**src/rtl/maze_writer.sv**
```systemverilog
// rtl/maze_writer.sv - queued cell/4x4-block writer into the maze framebuffer, writes only during vblank
// Optional 4x4 block fill enabled by defining MAZE_WRITER_FILL_EN.
module maze_writer #(
    parameter int FB_W       = 160,
    parameter int FB_H       = 120,
    parameter int FIFO_DEPTH = 8
) (
    input  logic        clk,
    input  logic        reset,
    input  logic        cmd_valid,
    output logic        cmd_ready,
    input  logic        cmd_op,
    input  logic [7:0]  cmd_x,
    input  logic [6:0]  cmd_y,
    input  logic [2:0]  cmd_code,
    input  logic        vblank,
    output logic        wr_en,
    output logic [14:0] wr_addr,
    output logic [2:0]  wr_data,
    output logic        busy,
    output logic [7:0]  drop_count
);
    localparam int AW = $clog2(FIFO_DEPTH);
    localparam logic [AW:0] FULL_CNT = (AW+1)'(FIFO_DEPTH);
    localparam logic [8:0]  X_LIM    = 9'(FB_W);
    localparam logic [7:0]  Y_LIM    = 8'(FB_H);

    typedef enum logic [1:0] {
        IDLE,
        WAIT_VB,
        PIX
`ifdef MAZE_WRITER_FILL_EN
        , FILL
`endif
    } state_t;

    state_t state, state_n;

    logic [7:0]  q_x    [FIFO_DEPTH];
    logic [6:0]  q_y    [FIFO_DEPTH];
    logic [2:0]  q_code [FIFO_DEPTH];
    logic [AW-1:0] wr_ptr, rd_ptr;
    logic [AW:0]   count;
    logic          empty, in_range, cmd_ok, accept, push, pop;

    logic [7:0]  cur_x, cur_x_n;
    logic [6:0]  cur_y, cur_y_n;
    logic [2:0]  cur_code, cur_code_n;
    logic        wr_en_n;
    logic [14:0] wr_addr_n;
    logic [2:0]  wr_data_n;
`ifdef MAZE_WRITER_FILL_EN
    logic        q_op [FIFO_DEPTH];
    logic        cur_op, cur_op_n;
    logic [3:0]  off, off_n;
    logic [7:0]  fill_x;
    logic [6:0]  fill_y;
`endif

    function automatic logic [14:0] cell_addr(input logic [7:0] x, input logic [6:0] y);
        logic [14:0] y15;
        y15 = {8'd0, y};
        if (FB_W == 160)
            return (y15 << 7) + (y15 << 5) + {7'd0, x};
        else
            return 15'(FB_W) * y15 + {7'd0, x};
    endfunction

    assign empty     = (count == '0);
    assign cmd_ready = (count != FULL_CNT);
    assign busy      = !empty || (state != IDLE);
    assign in_range  = ({1'b0, cmd_x} < X_LIM) && ({1'b0, cmd_y} < Y_LIM);
`ifdef MAZE_WRITER_FILL_EN
    assign cmd_ok    = in_range;
    // Block base has its low two bits cleared, so the offset simply replaces them.
    assign fill_x    = {cur_x[7:2], off[1:0]};
    assign fill_y    = {cur_y[6:2], off[3:2]};
`else
    assign cmd_ok    = in_range && !cmd_op;
`endif
    assign accept    = cmd_valid && cmd_ready;
    assign push      = accept && cmd_ok;

    always_ff @(posedge clk) begin
        if (push) begin
            q_x[wr_ptr]    <= cmd_x;
            q_y[wr_ptr]    <= cmd_y;
            q_code[wr_ptr] <= cmd_code;
`ifdef MAZE_WRITER_FILL_EN
            q_op[wr_ptr]   <= cmd_op;
`endif
        end
    end

    always_ff @(posedge clk or negedge reset) begin
        if (!reset) begin
            wr_ptr     <= '0;
            rd_ptr     <= '0;
            count      <= '0;
            drop_count <= '0;
        end else begin
            if (push)
                wr_ptr <= wr_ptr + AW'(1);
            if (pop)
                rd_ptr <= rd_ptr + AW'(1);
            if (push && !pop)
                count <= count + (AW+1)'(1);
            else if (pop && !push)
                count <= count - (AW+1)'(1);
            if (accept && !cmd_ok && drop_count != 8'hFF)
                drop_count <= drop_count + 8'd1;
        end
    end

    always_ff @(posedge clk or negedge reset) begin
        if (!reset) begin
            state    <= IDLE;
            cur_x    <= '0;
            cur_y    <= '0;
            cur_code <= '0;
            wr_en    <= 1'b0;
            wr_addr  <= '0;
            wr_data  <= '0;
`ifdef MAZE_WRITER_FILL_EN
            cur_op   <= 1'b0;
            off      <= '0;
`endif
        end else begin
            state    <= state_n;
            cur_x    <= cur_x_n;
            cur_y    <= cur_y_n;
            cur_code <= cur_code_n;
            wr_en    <= wr_en_n;
            wr_addr  <= wr_addr_n;
            wr_data  <= wr_data_n;
`ifdef MAZE_WRITER_FILL_EN
            cur_op   <= cur_op_n;
            off      <= off_n;
`endif
        end
    end

    always_comb begin
        state_n    = state;
        pop        = 1'b0;
        cur_x_n    = cur_x;
        cur_y_n    = cur_y;
        cur_code_n = cur_code;
        wr_en_n    = 1'b0;
        wr_addr_n  = wr_addr;
        wr_data_n  = wr_data;
`ifdef MAZE_WRITER_FILL_EN
        cur_op_n   = cur_op;
        off_n      = off;
`endif
        case (state)
            IDLE: begin
                if (!empty) begin
                    pop        = 1'b1;
                    cur_x_n    = q_x[rd_ptr];
                    cur_y_n    = q_y[rd_ptr];
                    cur_code_n = q_code[rd_ptr];
`ifdef MAZE_WRITER_FILL_EN
                    cur_op_n   = q_op[rd_ptr];
                    off_n      = '0;
`endif
                    state_n    = WAIT_VB;
                end
            end
            WAIT_VB: begin
                if (vblank) begin
`ifdef MAZE_WRITER_FILL_EN
                    state_n = cur_op ? FILL : PIX;
`else
                    state_n = PIX;
`endif
                end
            end
            PIX: begin
                // vblank may have dropped since WAIT_VB; hold off until it returns.
                if (vblank) begin
                    wr_en_n   = 1'b1;
                    wr_addr_n = cell_addr(cur_x, cur_y);
                    wr_data_n = cur_code;
                    state_n   = IDLE;
                end
            end
`ifdef MAZE_WRITER_FILL_EN
            FILL: begin
                if (vblank) begin
                    wr_en_n   = 1'b1;
                    wr_addr_n = cell_addr(fill_x, fill_y);
                    wr_data_n = cur_code;
                    off_n     = off + 4'd1;
                    if (off == 4'd15)
                        state_n = IDLE;
                end
            end
`endif
            default: state_n = IDLE;
        endcase
    end
endmodule

```
**config.mk**
```make
export PLATFORM = sky130hd
export DESIGN_NAME = maze_writer
export DESIGN_NICKNAME = d
export VERILOG_FILES = /design/src/rtl/maze_writer.sv
export SDC_FILE = /design/constraint.sdc
export NUM_CORES = 1
export LEC_CHECK = 0
export CAP_MARGIN = 30
export CORE_ASPECT_RATIO = 1.4
export CORE_UTILIZATION = 50
export DETAILED_ROUTE_END_ITERATION = 10
export HOLD_SLACK_MARGIN = 0.08
export PLACE_DENSITY_LB_ADDON = 0.05
export SLEW_MARGIN = 30
export SYNTH_ARGS = -nofsm -noshare
export SYNTH_HDL_FRONTEND = slang
export SYNTH_SLANG_ARGS = --single-unit
```
**constraint.sdc**
```tcl
create_clock -name clk -period 3.9 [get_ports clk]
set_input_delay 0.975 -clock clk [delete_from_list [all_inputs] [get_ports clk]]
set_output_delay 0.975 -clock clk [all_outputs]
set_load 0.02 [all_outputs]
```
==> metrics.cfg <==
[run]
cap_violations=0

[sta]
fin_setup_tns_ns=0
period_needed_ns=3.38
hold_ws_ns=0.459
worst_pin_slew_ns=0.669
finalHoldViolCount=0
clock_skew_ns=0.00941
finalCritPeriodShare_pct=86.7
fmax_mhz=296
drv_slew=0
rsz0062_at_grt=false
setup_viol=0
slew_headroom_pct=55.4

[floorplan]
initial_core_util_pct=51.7
die_width_um=110
core-area_um2=15700
die_h_um=153
ioPinCount=52
die-area_um2=16800
row_count=54

[yosys]
synth.net_count=528
ys.flop_type=edfxtp_1
ys_ff_latch=201
syn_area_um2=8140
yosysWarnings=0
avgSynthCellArea_um2=16.9
synth_edf_count=144
synth-seq-area-share_pct=70.6
synth_cell_types=43
async_flop_share_pct=28.4
synth_cells=483

[min_path]
hp-class=in2async

[placed_design]
dp_hpwl_mm=9.20
port_buffers=51
place_congestion=0.763

[clock_network]
tritoncts=yes
clockBufferDepth=3
cts_buffers=20
cts_setup_buffers=0
clkTransAtPathRegs_ns=0.06
clock_latency_ns=0.48
ctsResizeCount=0
cts_root_buf=clkbuf_16
clock_sinks=201
hold_buffers=0
cts_max_level=1

[finish]
final_cell_mix=edfxtp_1 (144), nand2_1 (69), dfrtp_1 (54)
fill_cells=1182
drive_gt1_share_pct=17.6
mostFrequentLayoutCell=edfxtp_1
regArea_um2=5750
areaGrowthSynthToFinish_pct=18.3
diodes=0
nets=600
multi_input_area_um2=2260

[route]
routed_via_density=5.50
via_count=4205
finalWirelength_mm=14.6
drtAntennaViolNets=0
firstDrtPassIters=4
drc_errors=0
drtIter0Drc=173
routedWlPerCell_um=19.1

[worst_setup_path]
path_delay_family=simple AND/OR/NAND/NOR gates
crit_path_cell_trace=or4_2 -> nand2b_1 -> clkdlybuf4s50_1
crit_path_max_incr_delay_ns=0.76
worstPathBufferInverterCount=1
path_max_fanout=5
crit_path_end_kind=output pin
cp-start-kind=register
rrSetupSlack_ns=1.17
cp_data_arrival_time_ns=2.41
cp_data_required_time_ns=2.92
crit_slowest_cell=or4_2
critical_path_class=reg2out

[global_routing]
grt-ovfl-total=0
grtUsageTotal_pct=18.6
grt_max_degree=40
grt_pass1_vias=4294
antenna_found_initial=0
grt_pass1_wl_mm=23.0

[status]
status=complete, no violations

[power]
power_density_nw_per_um2=743
leakage_nw=3.56
ir_drop_mv=0.507

==> kinds of logic after synthesis <==
group / Yosys count / share of synthesized area, %
buffers and inverters: 28 / 1.74
DFF: 201 / 70.6
adders and majority gates: 22 / 3.66
muxes: 58 / 12.8
and+or+nand+nor: 110 / 6.05
xor gates and xnor gates: 17 / 1.83
AOI/OAI and AO/OA: 47 / 3.33
==> cells in the mapped netlist (2+ instances only) <==
cell        n  area share [%]
buf_2       3            0.18
edfxtp_1  144              53
nor2_1     14            0.65
mux2i_1    18             2.2
mux4_2     36              10
ha_1       19             2.9
clkbuf_1    4            0.18
xnor2_1    12             1.3
nand4_1     3            0.23
o21ai_0    31             1.9
a211oi_1    3            0.28
a21oi_1     3            0.18
xor2_1      5            0.54
o31ai_1     3            0.28
mux2_2      3            0.41
nand2_1    69             3.2
fa_1        3            0.74
buf_6       2            0.28
nand3_1     3            0.18
nor3_1      3            0.18
buf_4       4            0.37
inv_1       9            0.41
and3_1      3            0.23
buf_1       4            0.18
nor3b_1     3            0.28
dfrtp_1    57              18
clkbuf_2    2            0.12
o21a_1      2            0.18
nand2b_1    4            0.31
==> report_power, final <==
part	internal [mW]	leakage (nW)	switching (mW)	total, mW
Combinational	1.16	1.24	1.09	2.26
Sequential	2.64	2.00	0.388	3.03
Clock	1.11	0.314	0.766	1.88
Total	4.92	3.56	2.25	7.16
==> final timing paths <==
kind                                        start                   endpoint  depth (start not counted)
setup / recovery             count[0]$_DFFE_PN0P_                       busy                          3
hold / removal                              reset  drop_count[1]$_DFFE_PN0P_                          1
setup reg to reg             count[0]$_DFFE_PN0P_       count[3]$_DFFE_PN0P_                         10
hold reg to reg            wr_addr[2]$_DFFE_PN0P_     wr_addr[2]$_DFFE_PN0P_                          2
max in group asynchronous                   reset     wr_addr[0]$_DFFE_PN0P_                          2
min in group clk           wr_addr[2]$_DFFE_PN0P_     wr_addr[2]$_DFFE_PN0P_                          2
==> registers in the layout, summed over array words and instances (netlist names) <==
name,flops
q_x,64
q_y,56
q_code,24
wr_addr,15
cur_x,8
drop_count,8
cur_y,7
count,4
cur_code,3
rd_ptr,3
wr_data,3
wr_ptr,3
state,2
wr_en,1
==> metrics by stage <==
| stage | utilization, % | power, mW | area (um2) | cells | worst slack, ns |
|---|---|---|---|---|---|
| 3_5_place_dp | 57.1 | 5.37 | 8980 | 729 | 0.184 |
| 3_3_place_gp | 57.1 | 5.33 | 8980 | 729 | 0.229 |
| 2_1_floorplan | - | 4.64 | 8140 | 483 | 0.510 |
| 6_report | 61.2 | 7.16 | 9640 | 765 | 0.519 |
| 5_1_grt | 61.2 | 7.63 | 9640 | 765 | 0.426 |
| 4_1_cts | 61.2 | 7.28 | 9630 | 765 | 0.466 |
==> layer usage <==
metal	up-vias	part of all wire (%)	track usage (%)
met5	-	0	0
met4	0	2.4	5.59
met3	27	4.0	2.81
met2	83	53	32.7
met1	2111	41	23.3
li1	1984	-	-
==> area by class of cell <==
type,count,area share [%]
sequential,201,59.7
multi-input combinational,254,23.5
timing repair buffer,69,7.19
clock buffer,22,5.49
tap,196,2.54
clock inverter,14,1.25
inverter,9,0.351
Note: power is estimated with default switching activity, not from simulation.
